File: config.mk
export PLATFORM = sky130hd
export DESIGN_NAME = dcpu16_opf
export DESIGN_NICKNAME = d
export VERILOG_FILES = /design/src/rtl/dcpu16_opf.sv
export SDC_FILE = /design/constraint.sdc
export NUM_CORES = 1
export LEC_CHECK = 0
export CAP_MARGIN = 10
export CORE_MARGIN = 3
export CORE_UTILIZATION = 45
export CTS_CLUSTER_SIZE = 10
export DETAILED_ROUTE_END_ITERATION = 6
export PLACE_DENSITY = 0.84
export SYNTH_ARGS = -nofsm -noshare
export SYNTH_HDL_FRONTEND = slang
export SYNTH_SLANG_ARGS = --single-unit
File: constraint.sdc
create_clock -name clk -period 7.3 [get_ports clk]
set_clock_uncertainty 0.05 [all_clocks]
set_input_delay 0.73 -clock clk [delete_from_list [all_inputs] [get_ports clk]]
set_output_delay 0.73 -clock clk [all_outputs]
set_load 0.01 [all_outputs]
File: src/rtl/dcpu16_opf.sv
// dcpu16_opf: DCPU16 operand-fetch unit resolving the a and b value codes of one instruction
//   clk/rst/ena               clock, async active-high reset, stage enable (low = freeze)
//   ins/ins_vld/ins_rdy       instruction handshake from fetch
//   rra/rrd                   register-file read port
//   pc/sp/regO                architectural registers sampled for nw/stack/literal modes
//   ab_adr/ab_stb/ab_ack/ab_dti  bus read port
//   pc_inc/sp_inc/sp_dec      single-cycle side-effect pulses
//   opc/regA/regB/ea/ea_mem/acd/op_vld/op_rdy  resolved operands to the ALU
//   err                       sticky bus timeout flag
module dcpu16_opf #(
  parameter int BUS_TMO = 0
) (
  input  logic        clk,
  input  logic        rst,
  input  logic        ena,
  input  logic [15:0] ins,
  input  logic        ins_vld,
  output logic        ins_rdy,
  output logic [2:0]  rra,
  input  logic [15:0] rrd,
  input  logic [15:0] pc,
  input  logic [15:0] sp,
  input  logic [15:0] regO,
  output logic [15:0] ab_adr,
  output logic        ab_stb,
  input  logic        ab_ack,
  input  logic [15:0] ab_dti,
  output logic        pc_inc,
  output logic        sp_inc,
  output logic        sp_dec,
  output logic [3:0]  opc,
  output logic [15:0] regA,
  output logic [15:0] regB,
  output logic [15:0] ea,
  output logic        ea_mem,
  output logic [5:0]  acd,
  output logic        op_vld,
  input  logic        op_rdy,
  output logic        err
);
  typedef enum logic [2:0] {IDLE, DA, ANX, AMEM, DB, BNX, BMEM, OUT} state_t;
  state_t state, nxt, nx_s, mem_s;
  logic [15:0] ins_r, adr, adr_n, v, d;
  logic [31:0] cnt;
  logic [5:0] c;
  logic k, fin, sb, dec, nx, mem, bus, tmo, done;
  assign sb = state == DB || state == BNX || state == BMEM;
  assign c = sb ? ins_r[15:10] : ins_r[9:4];
  assign dec = state == DA || state == DB;
  assign nx = state == ANX || state == BNX;
  assign mem = state == AMEM || state == BMEM;
  assign bus = nx || mem;
  assign nx_s = sb ? BNX : ANX;
  assign mem_s = sb ? BMEM : AMEM;
  // cnt counts strobe cycles already spent without ack; the timeout fires in the last allowed one
  assign tmo = BUS_TMO > 0 && bus && !ab_ack && cnt == 32'(BUS_TMO - 1);
  assign done = bus && (ab_ack || tmo);
  assign d = tmo ? 16'd0 : ab_dti;
  assign ins_rdy = state == IDLE;
  assign op_vld = state == OUT;
  assign ab_stb = bus;
  // k marks that one next word was already consumed, so the b operand reads the following word
  assign ab_adr = nx ? pc + {15'd0, k} : (mem ? adr : 16'd0);
  assign rra = dec ? c[2:0] : 3'd0;
  assign opc = ins_r[3:0];
  assign acd = ins_r[9:4];
  always_comb begin
    nxt = state;
    adr_n = adr;
    v = '0;
    fin = 1'b0;
    sp_inc = 1'b0;
    sp_dec = 1'b0;
    pc_inc = 1'b0;
    case (state)
      IDLE: nxt = ins_vld ? DA : IDLE;
      DA, DB: begin
        if (c[5]) begin
          fin = 1'b1;
          v = {11'd0, c[4:0]};
        end else if (c[4:3] == 2'd0) begin
          fin = 1'b1;
          v = rrd;
        end else if (c[4:3] != 2'd3) begin
          adr_n = rrd;
          nxt = c[4] ? nx_s : mem_s;
        end else begin
          case (c[2:0])
            3'd0: begin adr_n = sp; sp_inc = ena; nxt = mem_s; end
            3'd1: begin adr_n = sp; nxt = mem_s; end
            3'd2: begin adr_n = sp - 16'd1; sp_dec = ena; nxt = mem_s; end
            3'd3: begin fin = 1'b1; v = sp; end
            3'd4: begin fin = 1'b1; v = pc; end
            3'd5: begin fin = 1'b1; v = regO; end
            3'd6: begin adr_n = '0; nxt = nx_s; end
            default: nxt = nx_s;
          endcase
        end
      end
      ANX, BNX: begin
        if (done) begin
          pc_inc = ena;
          fin = c == 6'h1f;
          v = d;
          adr_n = adr + d;
          nxt = mem_s;
        end
      end
      AMEM, BMEM: begin
        fin = done;
        v = d;
      end
      OUT: nxt = op_rdy ? IDLE : OUT;
    endcase
    if (fin) nxt = sb ? OUT : DB;
  end
  always_ff @(posedge clk or posedge rst) begin
    if (rst) begin
      state <= IDLE;
      ins_r <= '0;
      adr <= '0;
      cnt <= '0;
      k <= 1'b0;
      regA <= '0;
      regB <= '0;
      ea <= '0;
      ea_mem <= 1'b0;
      err <= 1'b0;
    end else if (ena) begin
      state <= nxt;
      adr <= adr_n;
      cnt <= (bus && !done) ? cnt + 32'd1 : '0;
      if (state == IDLE && ins_vld) begin
        ins_r <= ins;
        k <= 1'b0;
        ea <= '0;
        ea_mem <= 1'b0;
      end
      if (nx && done) k <= 1'b1;
      if (fin && sb) regB <= v;
      if (fin && !sb) regA <= v;
      if (state == AMEM && done) begin
        ea <= adr;
        ea_mem <= 1'b1;
      end
      if (tmo) err <= 1'b1;
    end
  end
endmodule

Yosys cells after proc, flatten, opt, wreduce, memory -nomap -nowiden
Cells that the tools add are included.
- output and inout bits: 85
- flip-flop bits (word level): 85
- logic and storage cells: 119
- add/sub/neg operators: 3
- reduce and logical (&&, ||, !) cells: 33
- equality and inequality tests: 23
- muxes and demuxes: 52
- operators by type and width (cell ; count):
    16-bit 2-to-1 mux ; 12
    16-bit case mux with 3 select lines ; 3
    16-bit case mux with 2 select lines ; 1
    3-bit 2-to-1 mux ; 10
    3-bit == test (second input constant) ; 7
    1-bit 2-to-1 mux ; 21
    16-bit by 1-bit adder with 16-bit output ; 1
    16-bit adder ; 1
    16-bit by 1-bit subtractor with 16-bit output (second input constant) ; 1
    3-bit by 2-bit == test with 1-bit output (second input constant) ; 4
    3-bit case mux with 4 select lines ; 1
    6-bit AND reduction ; 2
    2-bit AND reduction ; 5
    3-bit inequality test (second input constant) ; 3
    2-bit inequality test (second input constant) ; 4
    2-bit OR reduction ; 4
    3-bit by 1-bit == test with 1-bit output (second input constant) ; 2
    6-bit by 5-bit == test with 1-bit output (second input constant) ; 1
    1-bit logical AND ; 6
    3-bit logical NOT ; 2
    1-bit logical OR ; 6
    6-bit 2-to-1 mux ; 1
    3-bit case mux with 2 select lines ; 1
    2-bit nonzero test ; 3
    8 further kinds ; 9

Logic depth before layout (Yosys ltp)
- depth after elaboration: 13
- mapped depth: 14

Worst setup path after synthesis
OpenSTA, ideal clock, no wires.
- path type: register to register
- start: register state[0]
- end: register state[0]
- buffers on the path: 3
- clock period less this slack: 2.992 ns
- setup time: 0.104 ns
- stages on the path, launching flop included: 15
- arrival: 2.838 ns
- slack: 4.308 ns
- cells stage by stage: dfrtp_1 buf_6 a21boi_4 buf_6 mux2i_1 clkbuf_1 nand2_1 ha_1 nand2b_1 a21oi_1 a31oi_1 maj3_1 nand2_1 o211ai_1 a221oi_1
- word-level cells in the longest chain between the ends: 13
- elaborated cells on any way between the ends: 52
- those cells by class: eq/ne (18); mux (18); reduce/logical (16)
- RTL lines (what ; RTL line ; text):
    start, declared ; 42 ; state_t state, nxt, nx_s, mem_s;
    start signal, assigned ; 130 ; state <= nxt;
    3-bit == test, on equally long branches ; 47, 75, 50 ;
    1-bit logical OR (2 in series) ; 47 ; assign sb = state == DB || state == BNX || state == BMEM;
    6-bit 2-to-1 mux ; 48 ; assign c = sb ? ins_r[15:10] : ins_r[9:4];
    3-bit == test or 3-bit by 2-bit == test with 1-bit output (tied branches) ; 88 ; case (c[2:0])
    3-bit OR reduction (no source line) ; - ;
    1-bit 2-to-1 mux ; 88 ;
    1-bit 2-to-1 mux ; 84 ; end else if (c[4:3] != 2'd3) begin
    1-bit 2-to-1 mux ; 81 ; end else if (c[4:3] == 2'd0) begin
    1-bit 2-to-1 mux ; 78 ; if (c[5]) begin
    1-bit case mux with 3 select lines ; 75 ; case (state)
    4-bit inequality test (no source line), or another cell as far along ; - ;
    6-bit AND reduction (no source line) ; - ;
Parallel ways exist; a longest one is shown, timed or not. The select of a mux whose other input is x is not followed.
A chain may end at the register's enable or synchronous reset.

Final worst setup path
- start: register state[2]
- end: output port sp_inc
- word-level cells in the longest chain between the ends: 10
- elaborated cells on any way between the ends: 16
- those cells by class: eq/ne (5); mux (6); reduce/logical (5)
- RTL lines (what ; RTL line ; text):
    3-bit == test, on equally long branches ; 47, 75 ;
    1-bit logical OR (2 in series) ; 47 ;
    6-bit 2-to-1 mux ; 48 ;
    3-bit logical NOT ; 88 ;
    1-bit 2-to-1 mux ; 88 ;
    1-bit 2-to-1 mux ; 84 ;
    1-bit 2-to-1 mux ; 81 ;
    1-bit 2-to-1 mux ; 78 ;
    1-bit 2-to-1 mux * ; 75 ;
    end, declared ; 29 ; output logic sp_inc,
Every way passes the cells marked *; elsewhere a longest branch is shown, timed or not.

==> flow_summary.json <==
{
  "status": "complete, but fails checks",
  "violations": "DRC",
  "grt_max_degree": 86,
  "critPathBufInv": 1,
  "place_ws_ns": 3.266,
  "synth_area_mm2": 0.006213,
  "synthCells": 709,
  "synth-seq-cells": 85,
  "crit_slowest_cell": "mux2i_4",
  "grt_pass1_vias": 5943,
  "die_area_mm2": 0.01525,
  "reg2reg_depth": 8,
  "gp_congestion": 0.9901,
  "grt_use_total_pct": 27.66,
  "ant_nets": 0,
  "netlist-cell-type-count": 62,
  "clk_latency_ns": 0.36,
  "rsz0062_at_grt": "no",
  "regToRegSetupSlack_ns": 3.24,
  "cts_made_buffers": 9,
  "drive_gt1_share_pct": 7.488,
  "diodes": 0,
  "async_flop_share_pct": 100.0,
  "final_common_cell": "clkdlybuf4s50_1",
  "fp.dieH_um": 123.5,
  "finalCritPeriodShare_pct": 61.17,
  "period_needed_ns": 4.466,
  "end_kind": "output port",
  "start_kind": "flip-flop",
  "antenna_found_initial": 0,
  "initial_core_util_pct": 46.55,
  "slew_headroom_pct": 15.90,
  "cts.sinks": 85,
  "drc": 4,
  "hold_end": "ea[10]",
  "yosysTopAreaCell": "dfrtp_1",
  "fmax_mhz": 223.9,
  "critPathMaxStageDelay_ns": 1.02,
  "final.setup.worst_slack_ns": 2.834,
  "tns_ns": 0,
  "peakVddDrop_uv": 234.6,
  "clockRootBuffer": "clkbuf_16",
  "synth_top_area_share_pct": 34.23,
  "drt-initial-drc-count": 739,
  "rows": 42,
  "vias": 6345,
  "fin_cells": 1044,
  "critPathKind": "flip-flop to output port",
  "cap_violations": 0,
  "cts_max_path_buffers": 2,
  "grt_overflow": 0,
  "viasPerCell": 6.078,
  "syn_area_per_cell_um2": 8.764,
  "hold_viol": 0,
  "ys_warn_count": 0,
  "top_level_ports": 187,
  "crit_family": "multiplexers",
  "synth-edff-count": 0,
  "htreeDepth": 3,
  "min_path_type": "flip-flop to flip-flop",
  "synth_ff_type": "dfrtp_1",
  "path_cells": "a21boi_4, mux2i_4, nand3_1, nor2_1, clkdlybuf4s50_1",
  "drv_slew": 0,
  "pwr_density_cell_mw_per_mm2": 453.4,
  "clkTransAtPathRegs_ns": 0.06,
  "core_region_area_mm2": 0.01335,
  "startpoint": "state[2]",
  "wl_per_cell_um": 20.36,
  "setup_viol": 0,
  "ys_seq_area_share_pct": 34.23,
  "nNetsFinal": 986,
  "cp.required_ns": 6.52,
  "worstHoldPathCells": 1,
  "syn_to_final_growth_pct": 34.37,
  "crit_fanout": 23,
  "portBuffers": 185,
  "fp.dieW_um": 123.5,
  "grt_pass1_wl_um": 32460,
  "placed_cells": 1027,
  "reg2reg_to": "adr[12]",
  "cts_tree": "built",
  "min_from": "ea[10]",
  "cp.arrival_ns": 3.69,
  "tightest_slew_ns": 1.257,
  "rr_startpoint": "state[2]",
  "design_area_mm2": 0.008349,
  "layout_common_cells": "185 x clkdlybuf4s50_1, 86 x nand2_1, 85 x dfrtp_1",
  "cts-resized-gates": 0,
  "syn_nets": 831,
  "dr.pass1.iters": 7,
  "whs_ns": 0.4535,
  "yosys-top-cells-area": "dfrtp_1 34%, o21ai_0 6.7%, mux2i_1 6.0%",
  "hpwl_um": 15870,
  "hold_buffers": 0,
  "p_leak_nw": 3.354,
  "post_cts_buffers": 0,
  "wl_um": 21250,
  "place_area_mm2": 0.008080
}
[worst register-to-register path, stage by stage (launching register included)]
cell and delay (ns):
dfrtp_1 0.60, a21boi_4 0.75, mux2i_4 1.03, nor3_1 0.12
a2111oi_2 0.63, or2_0 0.18, buf_4 0.28, o211ai_1 0.15
o221a_2 0.16
[sequential cells by signal, indices dropped and copies added, names as in the netlist]
register	count
regB	16
ins_r	16
ea	16
state	3
k	1
ea_mem	1
regA	16
adr	16
[power by group]
| part | internal, mW | switching, mW |
|---|---|---|
| Sequential | 0.686 | 0.201 |
| Combinational | 1.12 | 1.36 |
| Clock | 0.227 | 0.191 |
| Total | 2.03 | 1.76 |
[through the flow]
stage                     utilization [%]  power [mW]
after global routing                62.55       4.037
after CTS                           62.47       3.757
after floorplan                         -       2.409
after detailed placement            60.54       3.326
after global placement              60.54       3.280
final                               62.55       3.786
[worst max-delay path by stage]
stage | end | slack, ns | depth (start not counted)
4_1_cts | sp_inc | 2.91 | 5
3_5_place_dp | ab_adr[15] | 3.27 | 8
3_3_place_gp | ab_adr[15] | 3.29 | 8
6_report | sp_inc | 2.83 | 5
5_1_grt | sp_inc | 2.67 | 5
2_1_floorplan | state[0] | 4.31 | 14
[Yosys cell counts (17+ instances only)]
cell and n:
nand2_1 86, dfrtp_1 85, o21ai_0 83, mux2i_1 37, nor2_1 36, inv_1 35
mux2_2 27, clkbuf_1 24, a21oi_1 23, o211ai_1 20, ha_1 19, xnor2_1 19
a22o_1 17
[metal layers]
layer	vias up	GRT usage, %	part of all wire (%)	wire [um]
li1	2908	-	-	-
met1	2982	36.67	40	8536
met2	394	43.22	45	9657
met3	61	5.810	9.8	2082
met4	0	12.94	4.6	977
met5	-	0	0	0
[area by class of cell]
class | count | area (um2)
Multi-Input combinational cell | 537 | 3681
Clock buffer | 10 | 229.0
Fill cell | 1156 | 4999
Timing Repair Buffer | 196 | 1931
Inverter | 35 | 132.6
Sequential cell | 85 | 2127
Tap cell | 176 | 220.2
Clock inverter | 5 | 28.78
[cells by family (layout without fill, tap and decap cells)]
group	Yosys count	after routing	synth area share [%]
AOI/OAI and AO/OA	217	217	23.46
xor gates and xnor gates	34	34	4.793
adders and majority gates	21	21	4.309
buffers and inverters	87	246	6.786
DFF	85	85	34.23
muxes	65	65	11.22
other	1	1	0.06035
and+or+nand+nor	199	199	15.14
Note: power is estimated with default switching activity, not from simulation.
==> patch 1 (same settings) <==
Make the reset (`rst`) synchronous in one clocked block. Comments in the files are not updated.
--- a/src/rtl/dcpu16_opf.sv
+++ b/src/rtl/dcpu16_opf.sv
@@ -116,3 +116,3 @@
   end
-  always_ff @(posedge clk or posedge rst) begin
+  always_ff @(posedge clk) begin
     if (rst) begin
Behaviour: differs if rst is asserted again (counterexample within 4 cycles, from zero or initial values and one cycle with rst high); with rst held inactive, the same outputs for 4 cycles.
==> patch 1 against the original RTL <==
Synthesized area decreased by 2.3%. Largest cell class unchanged. Cell area decreased by 3.2%. Worst setup slack improved by 440 ps. Critical path depth increased by 4. Wire length increased by 1.9%. Sequential cell count unchanged. Critical endpoint is now ab_adr[15]. Critical path type is now input pin to output port. Die area decreased by 2.2%.
Power is not compared: it rests on default switching activity, and its combinational part moved more than twofold at a synthesized area within 25%.
==> patch 1: results (changes against the original RTL) <==
cell family with most CP delay=buffers and inverters; Setup WS post-layout=3280 ps (+444 ps); Synth top cells by count=108 x nor2_1, 95 x nand2_1, 85 x dfxtp_1; biggest fanout along the worst timing path=5 (-78%); Final GP Congestion=1.02 (+3.1%); GRT Total Usage=28.6% (+0.92 points); CP max stage delay=570 ps (-450 ps); Total Wirelength=21600 um (+1.9%); die area=14900 um2 (-2.2%); pin count of the biggest net entering global routing=47 (-45%); Clock Buffer Count=11 (+1); CP arrival=3240 ps (-450 ps); reg-to-reg slack, setup=3920 ps (+680 ps); Sequential Area=1700 um2 (-20%); routed len/inst=19.6 um (-3.6%); XOR/XNOR share of the synthesized area=4.76% (-0.031 points); vias in the first global route=6085 (+2.4%); layout cell share with drive strength beyond 1=4.94% (-2.5 points); post-synthesis adder-cell area fraction=4.25% (-0.063 points); Least-Margin Pin Slew=1280 ps (+26.8 ps); Repair and plain buffers=191 (-2.6%); nets=1049 (+6.4%); routing usage on met1=38.9% (+2.2 points); post-synthesis mux area share=6.37% (-4.8 points); met2 usage in global routing=42.8% (-0.44 points); register area share after synthesis=28.0% (-6.2 points); Synth Area per Inst=7.71 um2 (-12%); FILL cells=1138 (-1.6%); first-pass GRT wire length=33300 um (+2.5%); Compound-Gate Fraction of Synth Area=27.7% (+4.2 points); outcome=complete, no violations; multi-input gates=626 (+17%); Min Hold Slack=402 ps (-51.6 ps); FFs w/ async S/R, synth=0% (-100 points); Main synth FF type=dfxtp_1; DRT iter0 DRCs=891 (+21%); Data buffer area share=23.4% (+0.28 points); M3 GR Usage=8.36% (+2.5 points); met3 wire len=2290 um (+9.9%); dpl hpwl=16400 um (+3.0%); syn_nets=909 (+9.4%)
## patch 1: cell types whose count changed in the layout (fill, tap and decap cells not counted), sizes merged, moves of 12 or more
cell    change
dfrtp      -85
dfxtp      +85
nor2       +73
a211oi     +37
o21ai      -34
inv        -20
mux2       -20
a21oi      +18
a22oi      +17
a22o       -15
o31ai      -13
o211ai     -12
## patch 1: final timing paths
| check | cells past startpoint | startpoint | end |
|---|---|---|---|
| hold / removal | 2 | ins_r[3] | ins_r[3] |
| setup / recovery | 9 | pc[4] | ab_adr[15] |
| hold reg to reg | 2 | ins_r[3] | ins_r[3] |
| setup reg to reg | 7 | state[2] | regB[9] |
## patch 1: power groups by stage
stage | combinational [W] | clock, W | sequential [W]
finish | 0.00114 | 0.000417 | 0.000653
global route | 0.00124 | 0.000440 | 0.000666
CTS | 0.00112 | 0.000423 | 0.000649
detailed placement | 0.00111 | 0 | 0.000658
global placement | 0.00109 | 0 | 0.000654
floorplan | 0.000777 | 0 | 0.000629
==> patch 2 (same flow settings) <==
Without the edit above. Put one more register stage on the output `err`, with the module's reset. The value now appears one clock later. The other outputs are not delayed to match.
--- a/src/rtl/dcpu16_opf.sv
+++ b/src/rtl/dcpu16_opf.sv
@@ -41,2 +41,4 @@
   typedef enum logic [2:0] {IDLE, DA, ANX, AMEM, DB, BNX, BMEM, OUT} state_t;
+
+  logic err_s0;
   state_t state, nxt, nx_s, mem_s;
@@ -127,3 +129,3 @@
       ea_mem <= 1'b0;
-      err <= 1'b0;
+      err_s0 <= 1'b0;
     end else if (ena) begin
@@ -145,5 +147,13 @@
       end
-      if (tmo) err <= 1'b1;
+      if (tmo) err_s0 <= 1'b1;
     end
   end
+  always_ff @(posedge clk or posedge rst) begin
+    if (rst) begin
+      err <= '0;
+    end else begin
+      err <= err_s0;
+    end
+  end
+
 endmodule
Function: kept (equiv_simple and equiv_induct, registers matched by name and starting in step).
==> patch 2 against the original RTL <==
Register-to-register slack better by 270 ps. Utilization up 0.34 points. Sequential cell count unchanged. Wire length shrank 2.4%. Power is 2.8% higher. Cell area rose by 0.15%. Worst setup slack lost 650 ps. Synthesized area fell by 1.0%. The flow now finishes without violations.
==> patch 2: results (changes against the original RTL) <==
Synth top cells by count=85 x dfrtp_1, 76 x nand2_1, 49 x nor2_1; vias in the first global route=5934 (-0.15%); Slew Limit Headroom=25.7% (+9.8 points); met2 WL=9460 um (-2.0%); Synth area leaders=dfrtp_1 35%, mux2_4 5.1%, nand2_1 4.6%; register area share after synthesis=34.6% (+0.36 points); post-synthesis mux area share=12.3% (+1.1 points); FILL cells=1122 (-2.9%); antenna violations before repair=0 (unchanged); CP max stage cell=mux2i_1; Port Buf Inserts=185 (unchanged); CP max stage delay=860 ps (-160 ps); nets=970 (-1.6%); DRC=0 (-4); Total Wirelength=20700 um (-2.4%); Compound-Gate Fraction of Synth Area=23.2% (-0.22 points); Num CTS Buffers=9 (unchanged); vias per std cell=6.03 (-0.73%); outcome=complete, no violations; VDD IR-drop max=0.000214 V (-9.0%); first-pass GRT wire length=31800 um (-2.0%); pin count of the biggest net entering global routing=86 (unchanged); synth unique cells=65 (+4.8%); syn_nets=812 (-2.3%); FFs w/ async S/R, synth=100% (unchanged); Diodes inserted=0 (unchanged); cell family with most CP delay=buffers and inverters; XOR/XNOR share of the synthesized area=4.84% (+0.051 points); Worst Hold Class=flop to flop; layout cell share with drive strength beyond 1=9.73% (+2.2 points); hold wc startpoint=regB[10]; PD cells=466 nW/um2 (+2.7%); placed inst area=8040 um2 (-0.45%); post-synthesis adder-cell area fraction=4.35% (+0.046 points); GRT Total Usage=27.3% (-0.33 points); postcts setup bufs=0 (unchanged); maximum buffer depth of the clock tree=2 (unchanged); uppermost routed layer=met4; met3 wire len=2000 um (-3.8%); CP arrival=4330 ps (+640 ps); DRT iter0 DRCs=763 (+3.2%); met1 wire length=8470 um (-0.75%); dpl hpwl=15800 um (-0.63%); Leak=3.45 nW (+2.9%); CTS Root Cell=clkbuf_16; Pre-antenna DRT Iters=6 (-1); worst flop-to-flop path startpoint=state[2]; Final GP Congestion=1.05 (+5.9%)
## patch 2: cell count changes after synthesis, sizes merged, moves of 15 or more
cell,change
mux2i,-33
mux2,+28
a22oi,+26
a21oi,+22
inv,-19
o211ai,-15
## patch 2: logic make-up (layout without fill, tap and decap cells)
| kind of cell | count (synthesis) | count (layout) |
|---|---|---|
| mux | 60 | 60 |
| buf+inv | 62 | 225 |
| xor+xnor | 34 | 34 |
| other cells | 1 | 1 |
| compound gates | 221 | 221 |
| simple gates | 206 | 206 |
| flops | 85 | 85 |
| fa+ha+maj | 21 | 21 |
## patch 2: power breakdown
| part | total (W) | internal [W] | switching, W |
|---|---|---|---|
| logic | 0.00250 | 0.00115 | 0.00135 |
| clock network | 0.000498 | 0.000274 | 0.000223 |
| registers | 0.000897 | 0.000686 | 0.000210 |
## patch 2: cell type report
type | instances | area share (%)
multi-input cells | 543 | 44.5
flip-flops and latches | 85 | 25.4
repair buffers | 193 | 22.9
clock buffers | 9 | 2.69
well taps | 176 | 2.63
clock inverters | 7 | 1.11
inverters | 16 | 0.733
## patch 2: worst paths after layout
check / endpoint / slack (ps) / cells after the start
setup / recovery: pc_inc / 2190 / 8
hold / removal: regB[10] / 450 / 1
setup reg to reg: regA[10] / 3510 / 9
min in group asynchronous: regA[0] / 980 / 3
max in group asynchronous: state[1] / 5470 / 3
hold reg to reg: regB[10] / 450 / 1
## patch 2: stage by stage
stage | instances | hold slack [ps] | worst slack, ps
finish | 1029 | 445 | 2190
global route | 1029 | 461 | 1820
CTS | 1029 | 447 | 2270
detailed placement | 1013 | 416 | 2680
global placement | 1013 | 410 | 2710
floorplan | 690 | 404 | 4220
## patch 2: metal layers
metal / GRT usage (%) / up-vias
li1: - / 2844
met4: 11.8 / 0
met1: 36.9 / 2900
met3: 6.40 / 79
met5: 0 / -
met2: 42.1 / 385
## patch 2: worst register-to-register path: cells and delay by family, from the launching register on
family,cells,cell delay (ps)
AOI/OAI and AO/OA,3,720
muxes,2,1260
and+or+nand+nor,3,560
DFF,1,760
buffers and inverters,1,330
